==> src/rtl/msd_dimm_cmd_issuer.sv <==
// rtl/msd_dimm_cmd_issuer.sv - closed-page DDR5 command issuer
// Pops one request at a time and plays ACT0/ACT1/CAS0/CAS1/PRE with DIMM-clock spacing.
module msd_dimm_cmd_issuer #(
  parameter int T_RCD  = 39,
  parameter int T_RTP  = 18,
  parameter int T_WPRE = 118,
  parameter int T_RP   = 39
) (
  input  logic        i_clk,
  input  logic        i_rst,
  input  logic        i_req_valid,
  input  logic [1:0]  i_req_op,
  input  logic [35:0] i_req_addr,
  output logic        o_req_ready,
  output logic        o_cmd_valid,
  output logic [2:0]  o_cmd_code,
  output logic        o_cmd_ch,
  output logic [2:0]  o_cmd_bg,
  output logic [1:0]  o_cmd_ba,
  output logic [15:0] o_cmd_row,
  output logic [5:0]  o_cmd_col,
  output logic        o_busy,
  output logic        o_err_op
);

  if (T_RCD < 2 || T_RCD > 255) begin : g_bad_rcd
    $error("T_RCD must be in 2..255");
  end
  if (T_RTP < 2 || T_RTP > 255) begin : g_bad_rtp
    $error("T_RTP must be in 2..255");
  end
  if (T_WPRE < 2 || T_WPRE > 255) begin : g_bad_wpre
    $error("T_WPRE must be in 2..255");
  end
  if (T_RP < 2 || T_RP > 255) begin : g_bad_rp
    $error("T_RP must be in 2..255");
  end

  // Counter reads 0 in the reference command cycle, so a gap of T ends when it reaches T-1.
  localparam logic [7:0] L_RCD_M1  = 8'(T_RCD - 1);
  localparam logic [7:0] L_RTP_M1  = 8'(T_RTP - 1);
  localparam logic [7:0] L_WPRE_M1 = 8'(T_WPRE - 1);
  localparam logic [7:0] L_RP_M1   = 8'(T_RP - 1);

  localparam logic [2:0] C_ACT0 = 3'd0;
  localparam logic [2:0] C_ACT1 = 3'd1;
  localparam logic [2:0] C_RD0  = 3'd2;
  localparam logic [2:0] C_RD1  = 3'd3;
  localparam logic [2:0] C_WR0  = 3'd4;
  localparam logic [2:0] C_WR1  = 3'd5;
  localparam logic [2:0] C_PRE  = 3'd6;

  typedef enum logic [3:0] {
    S_IDLE, S_ACT0, S_ACT1, S_WRCD, S_CAS0, S_CAS1, S_WPRE, S_PRE, S_WRP
  } state_t;

  state_t      r_state;
  state_t      w_next;
  logic [7:0]  r_cnt;
  logic        r_is_wr;
  logic        w_accept;
  logic        w_pop_cmd;
  logic        w_cmd_vld;
  logic [2:0]  w_cmd_code;
  logic [7:0]  w_cas_gap_m1;
  logic        w_unused_addr;

  assign w_accept      = i_req_valid & o_req_ready;
  assign w_pop_cmd     = w_accept & (i_req_op != 2'd3);
  assign w_cas_gap_m1  = r_is_wr ? L_WPRE_M1 : L_RTP_M1;
  assign w_unused_addr = ^{i_req_addr[35:34], i_req_addr[5:0]};

  always_comb begin
    w_next = r_state;
    unique case (r_state)
      S_IDLE: if (w_pop_cmd) w_next = S_ACT0;
      S_ACT0: w_next = S_ACT1;
      S_ACT1, S_WRCD: w_next = (r_cnt >= L_RCD_M1) ? S_CAS0 : S_WRCD;
      S_CAS0: w_next = S_CAS1;
      S_CAS1, S_WPRE: w_next = (r_cnt >= w_cas_gap_m1) ? S_PRE : S_WPRE;
      S_PRE:  w_next = S_WRP;
      S_WRP:  if (r_cnt >= L_RP_M1) w_next = S_IDLE;
      default: w_next = S_IDLE;
    endcase
  end

  // Outputs are decoded from the next state so they register alongside it.
  always_comb begin
    w_cmd_vld  = 1'b1;
    w_cmd_code = C_ACT0;
    unique case (w_next)
      S_ACT0: w_cmd_code = C_ACT0;
      S_ACT1: w_cmd_code = C_ACT1;
      S_CAS0: w_cmd_code = r_is_wr ? C_WR0 : C_RD0;
      S_CAS1: w_cmd_code = r_is_wr ? C_WR1 : C_RD1;
      S_PRE:  w_cmd_code = C_PRE;
      default: w_cmd_vld = 1'b0;
    endcase
  end

  always_ff @(posedge i_clk or posedge i_rst) begin
    if (i_rst) begin
      r_state     <= S_IDLE;
      r_cnt       <= 8'd0;
      r_is_wr     <= 1'b0;
      o_req_ready <= 1'b1;
      o_cmd_valid <= 1'b0;
      o_cmd_code  <= 3'd0;
      o_cmd_ch    <= 1'b0;
      o_cmd_bg    <= 3'd0;
      o_cmd_ba    <= 2'd0;
      o_cmd_row   <= 16'd0;
      o_cmd_col   <= 6'd0;
      o_busy      <= 1'b0;
      o_err_op    <= 1'b0;
    end else begin
      r_state     <= w_next;
      o_req_ready <= (w_next == S_IDLE);
      o_busy      <= (w_next != S_IDLE);
      o_err_op    <= w_accept & (i_req_op == 2'd3);
      o_cmd_valid <= w_cmd_vld;
      if (w_cmd_vld) o_cmd_code <= w_cmd_code;
      if (w_next == S_ACT0 || w_next == S_CAS0 || w_next == S_PRE) r_cnt <= 8'd0;
      else if (r_cnt != 8'hFF) r_cnt <= r_cnt + 8'd1;
      if (w_pop_cmd) begin
        r_is_wr   <= (i_req_op == 2'd1);
        o_cmd_ch  <= i_req_addr[6];
        o_cmd_bg  <= i_req_addr[9:7];
        o_cmd_ba  <= i_req_addr[11:10];
        o_cmd_row <= i_req_addr[33:18];
        o_cmd_col <= i_req_addr[17:12];
      end
    end
  end

endmodule

==> config.mk <==
export PLATFORM = sky130hd
export DESIGN_NAME = msd_dimm_cmd_issuer
export DESIGN_NICKNAME = d
export VERILOG_FILES = /design/src/rtl/msd_dimm_cmd_issuer.sv
export SDC_FILE = /design/constraint.sdc
export NUM_CORES = 1
export LEC_CHECK = 0
export CAP_MARGIN = 25
export CORE_MARGIN = 1
export CORE_UTILIZATION = 45
export DETAILED_ROUTE_END_ITERATION = 16
export PLACE_DENSITY = 0.79
export SKIP_CTS_REPAIR_TIMING = 1
export SLEW_MARGIN = 40
export SYNTH_ARGS = -nofsm -noshare
export SYNTH_HDL_FRONTEND = slang
export SYNTH_SLANG_ARGS = --single-unit
==> constraint.sdc <==
create_clock -name i_clk -period 2.48 [get_ports i_clk]
set_input_delay 0.248 -clock i_clk [delete_from_list [all_inputs] [get_ports i_clk]]
set_output_delay 0.248 -clock i_clk [all_outputs]
set_load 0.005 [all_outputs]
==> metrics.md, run 1 <==
| Metric | Value |
|---|---|
| Critical path class | `register to register` |
| Worst-Margin Slew | `around 540 ps` |
| Register area share after synthesis | `a little over half` |
| Diodes inserted | `0` |
| Initial antenna violation count | `0` |
| Reg clk slew, reported paths | `roughly 90 ps` |
| Clock H-tree levels | `2` |
| Total power | `roughly 1.3 mW` |
| CORE AREA | `0.004755 mm^2` |
| Clk_lat worst skew | `around 300 ps` |
| Seq pwr share | `roughly three fifths` |
| Cell taking the most area after synthesis | `dfrtp_1` |
| Die Y | `~72 um` |
| Vias | `1859` |
| DR iter-0 viols | `145` |
| DP HPWL | `about 3.3 mm` |
| Switching Fraction | `20.82%` |
| Max Fclk | `484.2 MHz` |
| Clock Tree Root | `clkbuf_8` |
| Initial Utilization | `~47%` |
| Pin count of the biggest net entering global routing | `29` |
| Buffers added on ports | `between 60 and 70` |
| CP arrival | `around 2300 ps` |
| Final period util | `between 80 and 90%` |
| Tmin final | `~2100 ps` |
| Syn avg cell area | `9.319 um^2` |
| MaxCap Viol Count | `0` |
| Detailed-router iteration count before antenna repair | `4` |
| Max_slew headroom | `approximately 64%` |
| Global-route wire length before repair | `approximately 7.6 mm` |
| Leakage power | `between 1 and 1.5 nW` |
| Post-synth top area share | `between 50 and 60%` |
| Total Wirelength | `between 4 and 5 mm` |
| FFs w/ async S/R, synth | `between 90% and 100%` |
| CP startpoint kind | `register` |
| Ys Warns | `0` |
| Max Root-Sink Buffers | `2` |
| Status | `completed` |
| Post-Syn Nets | `287` |
| CP Max Fanout | `8` |
| CTS tree | `yes` |
| Top post-synthesis cells by area | `dfrtp_1 (53%), nand2_1 (16%), ha_1 (3.9%), a21oi_1 (2.0%), nand3_1 (2.0%)` |
| Total track usage | `19.05%` |
| RSZ-0062 raised after global routing | `false` |
| Post-synth EDFFs | `0` |
| Setup TNS | `0 ps` |
| Post-place setup slack | `around 430 ps` |
| Final #Nets | `about 360` |
| Vias/cell | `4.957` |
| Cell area after layout | `around 0.0030 mm^2` |
| Post-synthesis sequential element count | `48` |
| Commonest cells in the synthesized netlist | `nand2_1 (93), dfrtp_1 (47), a21oi_1 (9), nand3_1 (9), inv_1 (8)` |
| Worst Hold Class | `primary input to async pin` |
| Int Power | `roughly 1.1 mW` |
| CP Data Required Time | `between 2000 and 3000 ps` |
| CP Capture Type | `register` |
| Reg2reg path depth | `8` |
| FF-to-FF Start | `r_cnt[0]` |
| Clock Skew | `~5.9 ps` |
| Hold Fails Final Rpt | `0` |
| Die width | `between 70 and 80 um` |
| Comb pwr share | `between 5 and 6%` |
| Peak supply drop | `roughly 300 uV` |
| Most used DFF post-synth | `dfrtp_1` |
| Slew Limit Fails | `0` |
| P_sw | `0.2774 mW` |
| Die Area | `approximately 0.0052 mm^2` |
| Top Ports | `76` |
| Layout area overhead | `36.63%` |
| Min setup slack post-route | `414.8 ps` |
| Vias in the first global route | `between 1500 and 2000` |
| Cts bufs inserted | `5` |
| DRC | `0` |
| Cell area after synthesis | `0.002227 mm^2` |
| Clock Sinks | `48` |
| DP Area | `slightly below 0.003 mm^2` |
| GRT overflow | `0` |
| Power share of the clock group | `between 30% and 40%` |
| Routed WL per cell | `between 10 and 15 um` |
| Pwr Density | `around 440 mW/mm^2` |
| FF-to-FF setup slack | `between 400 and 500 ps` |
| Core Rows | `25` |
| Reg-to-Reg End | `r_cnt[6]` |
| RD Place Congestion | `0.8231` |
| Layout fillers | `around 420` |
| ANT nets after route | `0` |
| Top-count cell post-synth | `nand2_1` |
| Hold WS | `278.3 ps` |
| Ratio of cells with drive above 1 in the final layout | `7.792%` |
| Final setup vio count | `0` |
| Distinct cells, synth | `between 40 and 50` |
| Mapped Cells | `around 240` |
[layout make-up]
class | instances | area [um^2] | share of cell area, %
Tap cell | 67 | 83.83 | 2.755
Inverter | 9 | 35.03 | 1.151
Multi-Input combinational cell | 171 | 919.6 | 30.22
Timing Repair Buffer | 72 | 708.2 | 23.27
Clock buffer | 7 | 86.33 | 2.837
Clock inverter | 1 | 7.507 | 0.2467
Sequential cell | 48 | 1202 | 39.51
[metrics by stage]
stage,util (%),instances
2_1_floorplan,-,239
3_3_place_gp,62.03,367
3_5_place_dp,62.03,367
4_1_cts,64.00,375
5_1_grt,64.00,375
6_report,64.00,375
[worst max path at each step]
stage	from	endpoint	slack (ps)	depth (start not counted)
final	r_cnt[0]	r_cnt[6]	410	8
after floorplan	r_cnt[1]	r_cnt[6]	640	7
after global placement	r_cnt[0]	r_cnt[6]	480	8
after detailed placement	r_cnt[0]	r_cnt[6]	430	8
after global routing	r_cnt[0]	r_cnt[6]	230	8
after CTS	r_cnt[0]	r_cnt[6]	400	8
[worst max-delay path: stages, from the launching register on]
cell and delay [ps]:
dfrtp_1 430, inv_1 110, ha_1 220, o211ai_2 170, nand4b_1 110, a311o_1 410
clkinv_2 90, nand4_4 140, a221oi_2 290
[cell families (layout without fill, tap and decap cells)]
| logic type | count (synthesis) | after routing | synth area share, % |
|---|---|---|---|
| multiplexers | 1 | 1 | 0.4495 |
| buffers and inverters | 20 | 89 | 4.887 |
| AO/OA/AOI/OAI | 31 | 31 | 10.17 |
| AND/OR/NAND/NOR | 129 | 129 | 25.39 |
| XOR/XNOR | 3 | 3 | 1.180 |
| adder cells (fa/ha/maj) | 7 | 7 | 3.932 |
| flip-flops | 48 | 48 | 53.99 |
[routing by layer]
layer,vias up,global-route usage (%),share of wire (%)
met1,865,24.48,45
li1,928,-,-
met3,6,4.583,4.6
met2,60,31.57,48
met5,-,0,0
met4,0,6.536,1.6
[registers in the layout (all words and copies together) (netlist names), 2 cells and up]
register / count
o_cmd_row: 16
r_cnt: 8
o_cmd_col: 6
r_state: 4
o_cmd_bg: 3
o_cmd_code: 3
o_cmd_ba: 2
[layout by cell type, fill, tap and decap left out, types with 2 or more instances in the layout]
cell type and instances:
nor3_1 5, a21oi_1 8, buf_4 5, clkdlybuf4s50_1 67, nand2_1 93, a211oi_1 2, a22oi_1 2, o21ai_0 5
dfrtp_1 47, nor2_1 7, nand4_1 2, nand2b_1 3, nand3_1 9, a32oi_1 2, ha_1 7, clkbuf_8 6
xnor2_1 2, inv_1 7
[power by group through the flow]
| stage | combinational, mW | sequential [mW] | clock, mW |
|---|---|---|---|
| after floorplan | 0.0125 | 0.798 | 0 |
| after detailed placement | 0.0710 | 0.797 | 0 |
| final | 0.0701 | 0.782 | 0.481 |
| after global placement | 0.0706 | 0.797 | 0 |
| after global routing | 0.0767 | 0.782 | 0.528 |
| after CTS | 0.0716 | 0.782 | 0.494 |
Note: power is estimated with default switching activity, not from simulation.
==> run 2: changes to the inputs <==
==> constraint.sdc (replaced) <==
create_clock -name i_clk -period 1.9 [get_ports i_clk]
set_input_delay 0.19 -clock i_clk [delete_from_list [all_inputs] [get_ports i_clk]]
set_output_delay 0.19 -clock i_clk [all_outputs]
set_load 0.005 [all_outputs]
==> metrics.md, run 2 (synthesis gave the netlist of run 1 again) <==
| Metric | Value |
|---|---|
| Routed WL per cell | `about 13 um` |
| Reg clk slew, reported paths | `roughly 90 ps` |
| Layout area overhead | `46.12%` |
| Max incr delay on CP | `~450 ps` |
| Peak supply drop | `a little over 400 uV` |
| MaxCap Viol Count | `0` |
| Layout fillers | `between 300 and 400` |
| CP Buf/Inv Count | `1` |
| Commonest non-fill, non-tap cell in the layout | `nand2_1` |
| Ratio of cells with drive above 1 in the final layout | `between 10% and 20%` |
| Die Area | `0.005235 mm^2` |
| Clock Tree Root | `clkbuf_8` |
| Vias in the first global route | `around 1800` |
| Buffers added on ports | `67` |
| Final design utilization | `68.45%` |
| Initial Utilization | `between 40% and 50%` |
| Clock H-tree levels | `2` |
| Core Rows | `25` |
| Vias/cell | `5.000` |
| Status | `finished, violations left` |
| Total Wirelength | `approximately 5.0 mm` |
| Worst Hold Class | `primary input to async pin` |
| CP Max Fanout | `8` |
| Final period util | `101.2%` |
| Vias | `about 2000` |
| Diodes inserted | `0` |
| RD Place Congestion | `between 0.8 and 0.9` |
| DP HPWL | `about 3.6 mm` |
| CTS tree | `yes` |
| CORE AREA | `0.004755 mm^2` |
| CP arrival | `between 2000 and 2500 ps` |
| Max Fclk | `between 500 and 600 MHz` |
| Hold Fails Final Rpt | `0` |
| ANT nets after route | `0` |
| Die width | `72.35 um` |
| Clock Skew | `roughly 4.7 ps` |
| Cts bufs inserted | `5` |
| Top Ports | `76` |
| Slowest-stage cell, CP | `dfrtp_2` |
| Leakage power | `approximately 1.5 nW` |
| CP Capture Type | `register` |
| Max Root-Sink Buffers | `2` |
| DR iter-0 viols | `135` |
| Failing checks | `setup timing` |
| Total track usage | `approximately 20%` |
| Critical path class | `register to register` |
| Detailed-router iteration count before antenna repair | `5` |
| Max_slew headroom | `just under 70%` |
| GRT overflow | `0` |
| Global-route wire length before repair | `~8 mm` |
| Pin count of the biggest net entering global routing | `30` |
| Slew Limit Fails | `0` |
| Clk_lat worst skew | `around 300 ps` |
| Max FFs per register | `16` |
| CP startpoint kind | `register` |
| Worst-Margin Slew | `about 460 ps` |
| Largest regs | `o_cmd_row x16, r_cnt x8, o_cmd_col x6` |
| CP top delay family | `compound AO/OA/AOI/OAI gates` |
| Pwr Density | `about 540 mW/mm^2` |
| Reg with most FFs | `o_cmd_row` |
| Final #Nets | `between 300 and 400` |
| DRC | `0` |
| Die Y | `72.35 um` |
| Clock Sinks | `48` |
| Most frequent cells in the layout | `nand2_1 (93), clkdlybuf4s50_1 (67), dfrtp_1 (46)` |
| CP Data Required Time | `around 2100 ps` |
| Initial antenna violation count | `0` |
| Total power | `~1.8 mW` |
| Critical-path cell list | `ha_4 -> o211ai_2 -> nand4b_1 -> a311o_1 -> clkinv_2 -> nand4_4 -> a221oi_2` |
| Final setup vio count | `1` |
| Tmin final | `roughly 1900 ps` |
| Min setup slack post-route | `-22.97 ps` |
| RSZ-0062 raised after global routing | `true` |
[run 2: area by class of cell]
cell class                 count  area [um^2]  area share (%)
clock inverter                 2        13.76          0.4229
clock buffer                   6        82.58           2.537
sequential                    48         1204           36.99
tap                           67        83.83           2.576
timing repair buffer          88        857.1           26.34
inverter                       9        35.03           1.077
multi-input combinational    171        978.4           30.07
[run 2: worst reg2reg max path, cell delays in order, from the launching register on]
cell and delay (ps):
dfrtp_2 450, ha_4 170, o211ai_2 180, nand4b_1 110
a311o_1 370, clkinv_2 90, nand4_4 160, a221oi_2 310
[run 2: power by group]
group,leakage (nW),total (mW),switching (mW),internal [mW]
Sequential,0.631,1.02,0,1.02
Clock,0.0516,0.643,0.345,0.298
Combinational,0.845,0.0949,0.0314,0.0634
[run 2: per-stage QoR]
step	std cells	TNS, ps	hold slack (ps)	worst slack [ps]	area (um^2)
2_1_floorplan	239	0	295.4	59.42	2227
3_3_place_gp	380	-537.4	456.4	-87.83	3072
3_5_place_dp	380	-487.8	461.1	-92.11	3072
4_1_cts	388	-679.0	164.5	-130.4	3168
5_1_grt	391	-282.9	198.6	-160.8	3254
6_report	391	-22.97	157.8	-22.97	3254
[run 2: metal layers]
metal	up-vias	track usage, %	share of wire [%]
met1	934	25.93	45
li1	960	-	-
met3	7	4.583	4.4
met4	0	7.625	1.5
met2	54	33.75	49
met5	-	0	0
[run 2: path summary, 6_finish.rpt]
kind / start / depth (start not counted) / endpoint / slack [ps]
worst max-delay path: r_cnt[1] / 7 / r_cnt[6] / -20
worst min-delay path: i_rst / 2 / r_cnt[4] / 160
worst max register to register: r_cnt[1] / 7 / r_cnt[6] / -20
worst min register to register: o_cmd_ba[0] / 2 / o_cmd_ba[0] / 480
max in group asynchronous: i_rst / 3 / o_req_ready / 1200
min in group i_clk: i_req_addr[33] / 3 / o_cmd_row[15] / 410
